File: src/rtl/hwpf_multi_stack.sv
// Multi-channel prefetch-candidate stack: NUM_CHANNELS circular LIFOs drained
// through one round-robin arbitrated valid/ready request port.
package drac_pkg;
  typedef logic [39:0] addr_t;
endpackage

// One circular LIFO channel. Push/pop arrive already masked by flush/lock.
module hwpf_stack_chan #(
  parameter int  DEPTH      = 2,
  parameter type addr_t     = drac_pkg::addr_t,
  parameter int  FILTER_DUP = 1,
  parameter int  CNT_W      = 2,
  parameter int  PTR_W      = 1
) (
  input  logic             clk_i,
  input  logic             rst_ni,
  input  logic             flush,
  input  logic             push,
  input  logic             pop,
  input  addr_t            val,
  output addr_t            top,
  output logic [CNT_W-1:0] count,
  output logic             overflow
);
  addr_t            mem [DEPTH];
  logic [PTR_W-1:0] ptr, ptr_inc, ptr_dec, wr_ptr;
  logic             dup, push_ok, full;

  assign ptr_inc = (ptr == PTR_W'(DEPTH-1)) ? '0 : ptr + PTR_W'(1);
  assign ptr_dec = (ptr == '0) ? PTR_W'(DEPTH-1) : ptr - PTR_W'(1);
  assign full    = (count == CNT_W'(DEPTH));
  assign top     = mem[ptr];

  // A push matching the live top is redundant unless that top is leaving now.
  assign dup      = (FILTER_DUP != 0) && (count != '0) && (val == top) && !pop;
  assign push_ok  = push && !dup;
  assign wr_ptr   = pop ? ptr : ptr_inc;
  assign overflow = push_ok && !pop && full;

  always_ff @(posedge clk_i) begin
    if (push_ok) mem[wr_ptr] <= val;
  end

  always_ff @(posedge clk_i or negedge rst_ni) begin
    if (!rst_ni) begin
      ptr   <= '0;
      count <= '0;
    end else if (flush) begin
      ptr   <= '0;
      count <= '0;
    end else begin
      case ({push_ok, pop})
        2'b10: begin
          ptr <= ptr_inc;
          if (!full) count <= count + CNT_W'(1);
        end
        2'b01: begin
          ptr   <= ptr_dec;
          count <= count - CNT_W'(1);
        end
        default: ;
      endcase
    end
  end
endmodule

module hwpf_multi_stack #(
  parameter int  NUM_CHANNELS = 2,
  parameter int  DEPTH        = 2,
  parameter type cpu_addr_t   = drac_pkg::addr_t,
  parameter int  FILTER_DUP   = 1,
  localparam int CH_W         = (NUM_CHANNELS > 1) ? $clog2(NUM_CHANNELS) : 1,
  localparam int CNT_W        = $clog2(DEPTH+1)
) (
  input  logic                          clk_i,
  input  logic                          rst_ni,
  input  logic                          flush_i,
  input  logic                          lock_i,
  input  logic                          push_i,
  input  logic [CH_W-1:0]               push_ch_i,
  input  cpu_addr_t                     val_i,
  input  logic                          ready_i,
  output logic                          valid_o,
  output logic [CH_W-1:0]               chan_o,
  output cpu_addr_t                     req_o,
  output logic [NUM_CHANNELS*CNT_W-1:0] count_o,
  output logic                          overflow_o
);
  localparam int PTR_W = (DEPTH > 1) ? $clog2(DEPTH) : 1;

  logic [NUM_CHANNELS-1:0][CNT_W-1:0] cnt;
  cpu_addr_t                          tops [NUM_CHANNELS];
  logic [NUM_CHANNELS-1:0]            push_ch, pop_ch, ovf_ch, nonempty;
  logic [CH_W-1:0]                    rr_q, sel;
  logic                               found, pop, ovf_q;

  // Scan from rr upward with wrap; lock masks every channel.
  always_comb begin
    found = 1'b0;
    sel   = '0;
    for (int i = 0; i < NUM_CHANNELS; i++) begin
      int j;
      j = int'(rr_q) + i;
      if (j >= NUM_CHANNELS) j = j - NUM_CHANNELS;
      if (!found && nonempty[j] && !lock_i) begin
        found = 1'b1;
        sel   = CH_W'(j);
      end
    end
  end

  assign pop        = found && ready_i;
  assign valid_o    = found;
  assign chan_o     = sel;
  assign req_o      = found ? tops[sel] : '0;
  assign count_o    = cnt;
  assign overflow_o = ovf_q;

  for (genvar c = 0; c < NUM_CHANNELS; c++) begin : g_chan
    assign push_ch[c]  = push_i && !lock_i && !flush_i && (push_ch_i == CH_W'(c));
    assign pop_ch[c]   = pop && !flush_i && (sel == CH_W'(c));
    assign nonempty[c] = (cnt[c] != '0);

    hwpf_stack_chan #(
      .DEPTH      (DEPTH),
      .addr_t     (cpu_addr_t),
      .FILTER_DUP (FILTER_DUP),
      .CNT_W      (CNT_W),
      .PTR_W      (PTR_W)
    ) u_chan (
      .clk_i    (clk_i),
      .rst_ni   (rst_ni),
      .flush    (flush_i),
      .push     (push_ch[c]),
      .pop      (pop_ch[c]),
      .val      (val_i),
      .top      (tops[c]),
      .count    (cnt[c]),
      .overflow (ovf_ch[c])
    );
  end

  always_ff @(posedge clk_i or negedge rst_ni) begin
    if (!rst_ni) begin
      rr_q  <= '0;
      ovf_q <= 1'b0;
    end else begin
      ovf_q <= |ovf_ch;
      if (flush_i)  rr_q <= '0;
      else if (pop) rr_q <= (sel == CH_W'(NUM_CHANNELS-1)) ? '0 : sel + CH_W'(1);
    end
  end
endmodule

File: config.mk
export PLATFORM = sky130hd
export DESIGN_NAME = hwpf_multi_stack
export DESIGN_NICKNAME = d
export VERILOG_FILES = /design/src/rtl/hwpf_multi_stack.sv
export SDC_FILE = /design/constraint.sdc
export NUM_CORES = 1
export LEC_CHECK = 0
export CAP_MARGIN = 20
export CORE_MARGIN = 1.5
export CORE_UTILIZATION = 50
export CTS_CLUSTER_SIZE = 40
export DETAILED_ROUTE_END_ITERATION = 7
export PLACE_DENSITY = 0.73
export SKIP_CTS_REPAIR_TIMING = 1
export SLEW_MARGIN = 15
export SYNTH_ARGS = -nofsm -noshare
export SYNTH_HDL_FRONTEND = slang
export SYNTH_HIERARCHICAL = 1
export SYNTH_SLANG_ARGS = --single-unit
File: constraint.sdc
create_clock -name clk_i -period 5.96 [get_ports clk_i]
set_clock_uncertainty 0.1 [all_clocks]
set_input_delay 0.596 -clock clk_i [delete_from_list [all_inputs] [get_ports clk_i]]
set_output_delay 0.596 -clock clk_i [all_outputs]
set_load 0.03 [all_outputs]
; After elaboration in Yosys (flattened, before gate mapping)
; Memories as Yosys holds them, arrays and structs flattened.
; Cells that the tools add are included.
[word_totals]
inputBits = 47
word_cells = 113
mem_bits_rw = 160
output_inout_bits = 47
register_bits = 8
mem_count = 2
[memory_table]
columns = memory, depth, width, read_ports, rd_ports_with_merged_regs, write_ports, line_no
row1 = g_chan[0].u_chan.mem, 2, 40, 1, 0, 1, 25  ; addr_t mem [DEPTH];
row2 = g_chan[1].u_chan.mem, 2, 40, 1, 0, 1, 25
[classes]
n_lt_le_gt_ge = 5
n_reduce_logical = 36
mux = 39
addsub = 12
n_bitwise = 3
eq_ne = 10
[ops]
columns = op, n
row1 = 40-bit two-way mux, 4
row2 = 40-bit equality test, 2
row3 = 32-bit by 3-bit less-than comparator with 1-bit output (second input constant), 2
row4 = 32-bit two-way mux, 2
row5 = 1-bit two-way mux, 25
row6 = 1-bit logical AND, 21
row7 = 2-bit equality test (second input constant), 4
row8 = 2-bit two-way mux, 4
row9 = 2-bit case mux with 2 select lines, 2
row10 = 1-bit logical NOT, 7
row11 = 3-bit inequality test (second input constant), 2
row12 = 2-bit nonzero test, 3
row13 = 3-bit nonzero test, 2
row14 = 2-bit by 1-bit adder with 2-bit output (second input constant), 2
row15 = 2-bit by 1-bit equality test with 1-bit output (second input constant), 2
row16 = 2-bit greater-or-equal comparator (second input constant), 2
row17 = 1-bit case mux with 2 select lines, 2
row18 = 2-bit AND reduction, 2
row19 = 2-bit by 1-bit subtractor with 2-bit output (second input constant), 2
row20 = 1-bit adder (second input constant), 3
row21 = 1-bit by 2-bit subtractor with 3-bit output (second input constant), 1
row22 = 2-bit by 2-bit subtractor with 3-bit output (second input constant), 1
row23 = 1-bit by 1-bit adder with 2-bit output (second input constant), 1
row24 = 1-bit by 2-bit greater-or-equal comparator with 1-bit output (second input constant), 1
row25 = other kinds (4), 6

; Depth between registers and ports, before layout
[logic_depth]
ltp_word = 21
ltp_mapped = 13
mapped_depth_nobuf = 10

; Cells and area by module
; Netlist, hierarchy kept.
[by_module_without_submodules]
columns = mod, seq_area_each_um2, area_per_inst_um2, cells_per_inst, instances
row1 = hwpf_stack_chan (g_chan[1].u_chan), 2477.4, 3763.6, 228, 1
row2 = hwpf_stack_chan (g_chan[0].u_chan), 2477.4, 3719.8, 216, 1
row3 = hwpf_multi_stack, 50.0, 1297.5, 163, 1

; Worst setup path after synthesis
; Ideal clock, no wire load.
[synth_path]
path_kind = input to register
startpoint = in lock_i
endpoint = mem g_chan[0].u_chan/mem[0][0] (netlist bit), enable pin
n_path_buf = 3
arrival_time_ps = 5058
required_ps = 5365
setup_time_ps = 495
cell_stages = 12
setup_slack_ps = 307
path_cell_list = buf_4 > o21ba_1 > buf_6 > nand2_2 > inv_2 > buf_6 > nor2_1 > o21bai_1 > nor3b_1 > and4_1 > and3_4 > nor3b_1
[synth_via]
word_cells_on_any_way = 23
cone_classes = 7 x mux / 1 x bitwise / 15 x reduce/logical
[synth_rtl]
columns = element, line_no
row1 = start: declaration, 78  ; input logic lock_i,
row2 = 1-bit logical NOT (*), 105  ; if (!found && nonempty[j] && !lock_i) begin
row3 = 1-bit logical AND, 105
row4 = 1-bit two-way mux, 105
row5 = 1-bit logical NOT, 105
row6 = 1-bit logical AND (2 in series), 105
row7 = 1-bit two-way mux (*), 105
row8 = named net chan_o, 84  ; output logic [CH_W-1:0] chan_o,
row9 = 1-bit inverter (*), 121  ; assign pop_ch[c] = pop && !flush_i && (sel == CH_W'(c));
row10 = 1-bit logical AND (*), 121
row11 = named net pop_ch[0], 93  ; logic [NUM_CHANNELS-1:0] push_ch, pop_ch, ovf_ch, nonempty;
row12 = 1-bit logical NOT, 35  ; assign dup = (FILTER_DUP != 0) && (count != '0) && (val == top) && !pop;
row13 = 1-bit logical AND, 35
row14 = 1-bit logical NOT, 36  ; assign push_ok = push && !dup;
row15 = 1-bit logical AND, 36
row16 = 1-bit two-way mux, 41  ; if (push_ok) mem[wr_ptr] <= val;
row17 = 1-bit two-way mux (implied by the code), 41
row18 = end: declaration, 25
; The timed path passes the listed nets; every way through them passes the cells marked *.

==> impl_metrics.ini <==
[synth]
synth_mux_area_share_pct = 11.9
avgSynthCellArea_um2 = 14.5
synth-xor-area-share_pct = 8.08
synthArstFlopShare_pct = 4.76
synthSimpleGateAreaFrac_pct = 8.78
yosys.area.top_type_share_pct = 54.7
synth_area_mm2 = 0.00878
synth-edff-count = 160
synthFlopType = edfxtp_1
synth_cell_types = 55
synth_compound_area_share_pct = 9.45
synth.area.top_cells = edfxtp_1 (55%), xor2_1 (7.8%), o41ai_2 (7.0%)
synth_top_family_by_area = multiplexers
yosys_warnings = 6
synthAdderAreaFrac_pct = 0
synth.ff_latch_count = 168
syn_inst = 607
syn_nets = 654
yosysTopAreaCell = edfxtp_1
ys_seq_area_share_pct = 57.0

[floorplanning]
initial_core_util_pct = 50.9
rows = 48
io_pins = 94
core_area_mm2 = 0.0172
die_area_mm2 = 0.0184
die_y_um = 136
die_w_um = 136

[worst_setup_path]
critPathMaxStageDelay_ns = 0.63
crit_slowest_cell = clkdlybuf4s50_1
cp.arrival_ns = 3.43
crit_start = g_chan[0].u_chan/count[0]$_DFFE_PN0P_
criticalPathCategory = register to output port
worst_path_most_repeated_cell = buf_4
crit_fanout = 41
reg2reg_depth = 8
path_delay_family = buffers and inverters
r2r_end = g_chan[0].u_chan/mem[1][37]$_DFFE_PP_
path_buf_inv = 4
reg2reg_from = g_chan[0].u_chan/ptr$_DFFE_PN0P_
cp-end-kind = output port
crit_required_ns = 5.26
r2r_slack_ns = 2.07
crit_chain = o21bai_2 > buf_4 > nand2_2 > inv_2 > buf_4 > o41ai_2 > clkdlybuf4s50_1
startpoint_type = register

[place]
dp_hpwl_um = 13600
numPortBuffers = 93
place_congestion = 0.868
dp_worst_setup_slack_ns = 1.96

[detailed_routing]
drtIter0Drc = 446
finalWirelength_um = 20900
drt-pass1-iter-count = 5
routed-via-count = 5569
wl_per_cell_um = 22.3
drcViolationCount = 0
via_per_inst = 5.96
ant_nets = 0

[global_route]
grt_pass1_vias = 5613
antenna_found_initial = 0
grt_pass1_wl_um = 32100
grt_start_max_net_pins = 44
grt_usage_pct = 23.6
gr-total-overflow = 0

[sta]
min_period_over_period_pct = 69.3
fin_setup_tns_ns = 0
whs_ns = 0.368
finalWorstSetupSlack_ns = 1.83
fin_crit_ns = 4.13
setup_viol = 0
drv_slew = 0
worst_pin_slew_ns = 0.966
relSlewSlack_pct = 35.4
hold_viol_final = 0
rsz0062_at_grt = no
max_freq_mhz = 242

[power_and_ir_drop]
swShare_pct = 23.7
p_clk_share_pct = 38.6
comb_power_share_pct = 10.8
p_switching_mw = 0.619
power_leakage_nw = 3.79
power_density_mw_per_mm2 = 252
ir_worst_vdd_uv = 251
p_seq_share_pct = 50.6
power.internal_mw = 2.00

[status]
outcome = complete, no violations

[cts]
cts_sinks = 168
clk_pin_slew_ns = 0.07
clk_latency_ns = 0.42
tritoncts = done
htreeDepth = 4
root_buffer = clkbuf_16
cts_inserted_buffers = 17
clk_path_buf_depth = 2

[layout]
multiInputGateArea_mm2 = 0.00337
seqCellArea_mm2 = 0.00501
final_common_cell = edfxtp_1
diodes = 0
syn_to_final_growth_pct = 18.4
layout-drive-gt1-share_pct = 24.5
layout.nets = 744
fillers = 1291
final_cell_mix = edfxtp_1 (160), clkdlybuf4s50_1 (92), xor2_1 (78)

[hold_path]
hold_path.class = input pin to async pin

[flow_run]
cap_viol_max_count = 0
-- metrics by stage --
stage	cell area, um^2	total power [mW]	cells	util (%)
finish	10400	2.62	935	60.3
CTS	10400	2.63	934	60.2
floorplan	8780	1.51	607	-
detailed placement	9840	1.63	902	57.1
global route	10400	2.70	935	60.3
global placement	9840	1.62	902	57.1
-- flip-flops by register name (all words and copies together) (netlist names) --
name	count
rr_q	1
overflow_o	1
g_chan.u_chan/count	4
g_chan.u_chan/mem	160
g_chan.u_chan/ptr	2
-- metal layers --
layer / track usage (%) / vias to the layer above / share of wire [%]
met5: 0 / - / 0
met4: 8.84 / 0 / 2.7
met3: 5.54 / 41 / 6.5
met2: 37.7 / 233 / 48
met1: 31.5 / 2804 / 43
li1: - / 2491 / -
-- worst max path at each step --
stage / endpoint / slack (ns) / depth (start not counted)
after floorplan: g_chan[0].u_chan/mem[0][0]$_DFFE_PP_ / 0.31 / 12
after global placement: g_chan[0].u_chan/mem[1][26]$_DFFE_PP_ / 2.02 / 7
after detailed placement: g_chan[0].u_chan/mem[1][28]$_DFFE_PP_ / 1.96 / 9
after CTS: req_o[38] / 1.83 / 7
after global routing: req_o[26] / 1.65 / 7
final: req_o[0] / 1.83 / 7
-- area by class of cell --
cell class | instances | share of cell area [%]
multi-input combinational | 360 | 32.5
timing repair buffer | 104 | 9.82
sequential | 168 | 48.2
clock buffer | 24 | 4.74
tap | 225 | 2.71
inverter | 46 | 1.66
clock inverter | 8 | 0.409
-- logic make-up after synthesis --
kind of cell | count (synthesis)
flops | 168
simple gates | 135
xor+xnor | 81
mux | 81
buf+inv | 79
compound gates | 63
-- synth_stat cells, types with 2 or more instances --
| master | n |
|---|---|
| or4_1 | 2 |
| o41ai_1 | 2 |
| nor2_1 | 16 |
| nor3_1 | 7 |
| edfxtp_1 | 160 |
| o21ai_0 | 3 |
| nor2b_1 | 4 |
| mux2i_1 | 2 |
| xor2_1 | 78 |
| nand3_1 | 43 |
| o211ai_2 | 2 |
| inv_1 | 45 |
| a21oi_1 | 2 |
| dfrtp_1 | 8 |
| and4_1 | 2 |
| nor4_1 | 24 |
| a31oi_1 | 2 |
| or2_2 | 2 |
| buf_4 | 3 |
| mux2_4 | 36 |
| mux2_2 | 42 |
| nor3b_1 | 2 |
| nor4b_1 | 2 |
| buf_2 | 8 |
| nand3b_1 | 3 |
| o41ai_2 | 38 |
| nand4_1 | 7 |
| nand2_1 | 7 |
| nand2b_1 | 6 |
| buf_6 | 12 |
| o21bai_1 | 2 |
| xnor2_1 | 3 |
| and3_1 | 3 |
| clkbuf_1 | 8 |
-- power groups by stage --
stage / logic (mW) / clock network, mW / registers (mW)
6_report: 0.282 / 1.01 / 1.32
5_1_grt: 0.299 / 1.07 / 1.32
4_1_cts: 0.281 / 1.02 / 1.32
3_5_place_dp: 0.279 / 0 / 1.35
3_3_place_gp: 0.277 / 0 / 1.35
2_1_floorplan: 0.167 / 0 / 1.34
Note: power is estimated with default switching activity, not from simulation.
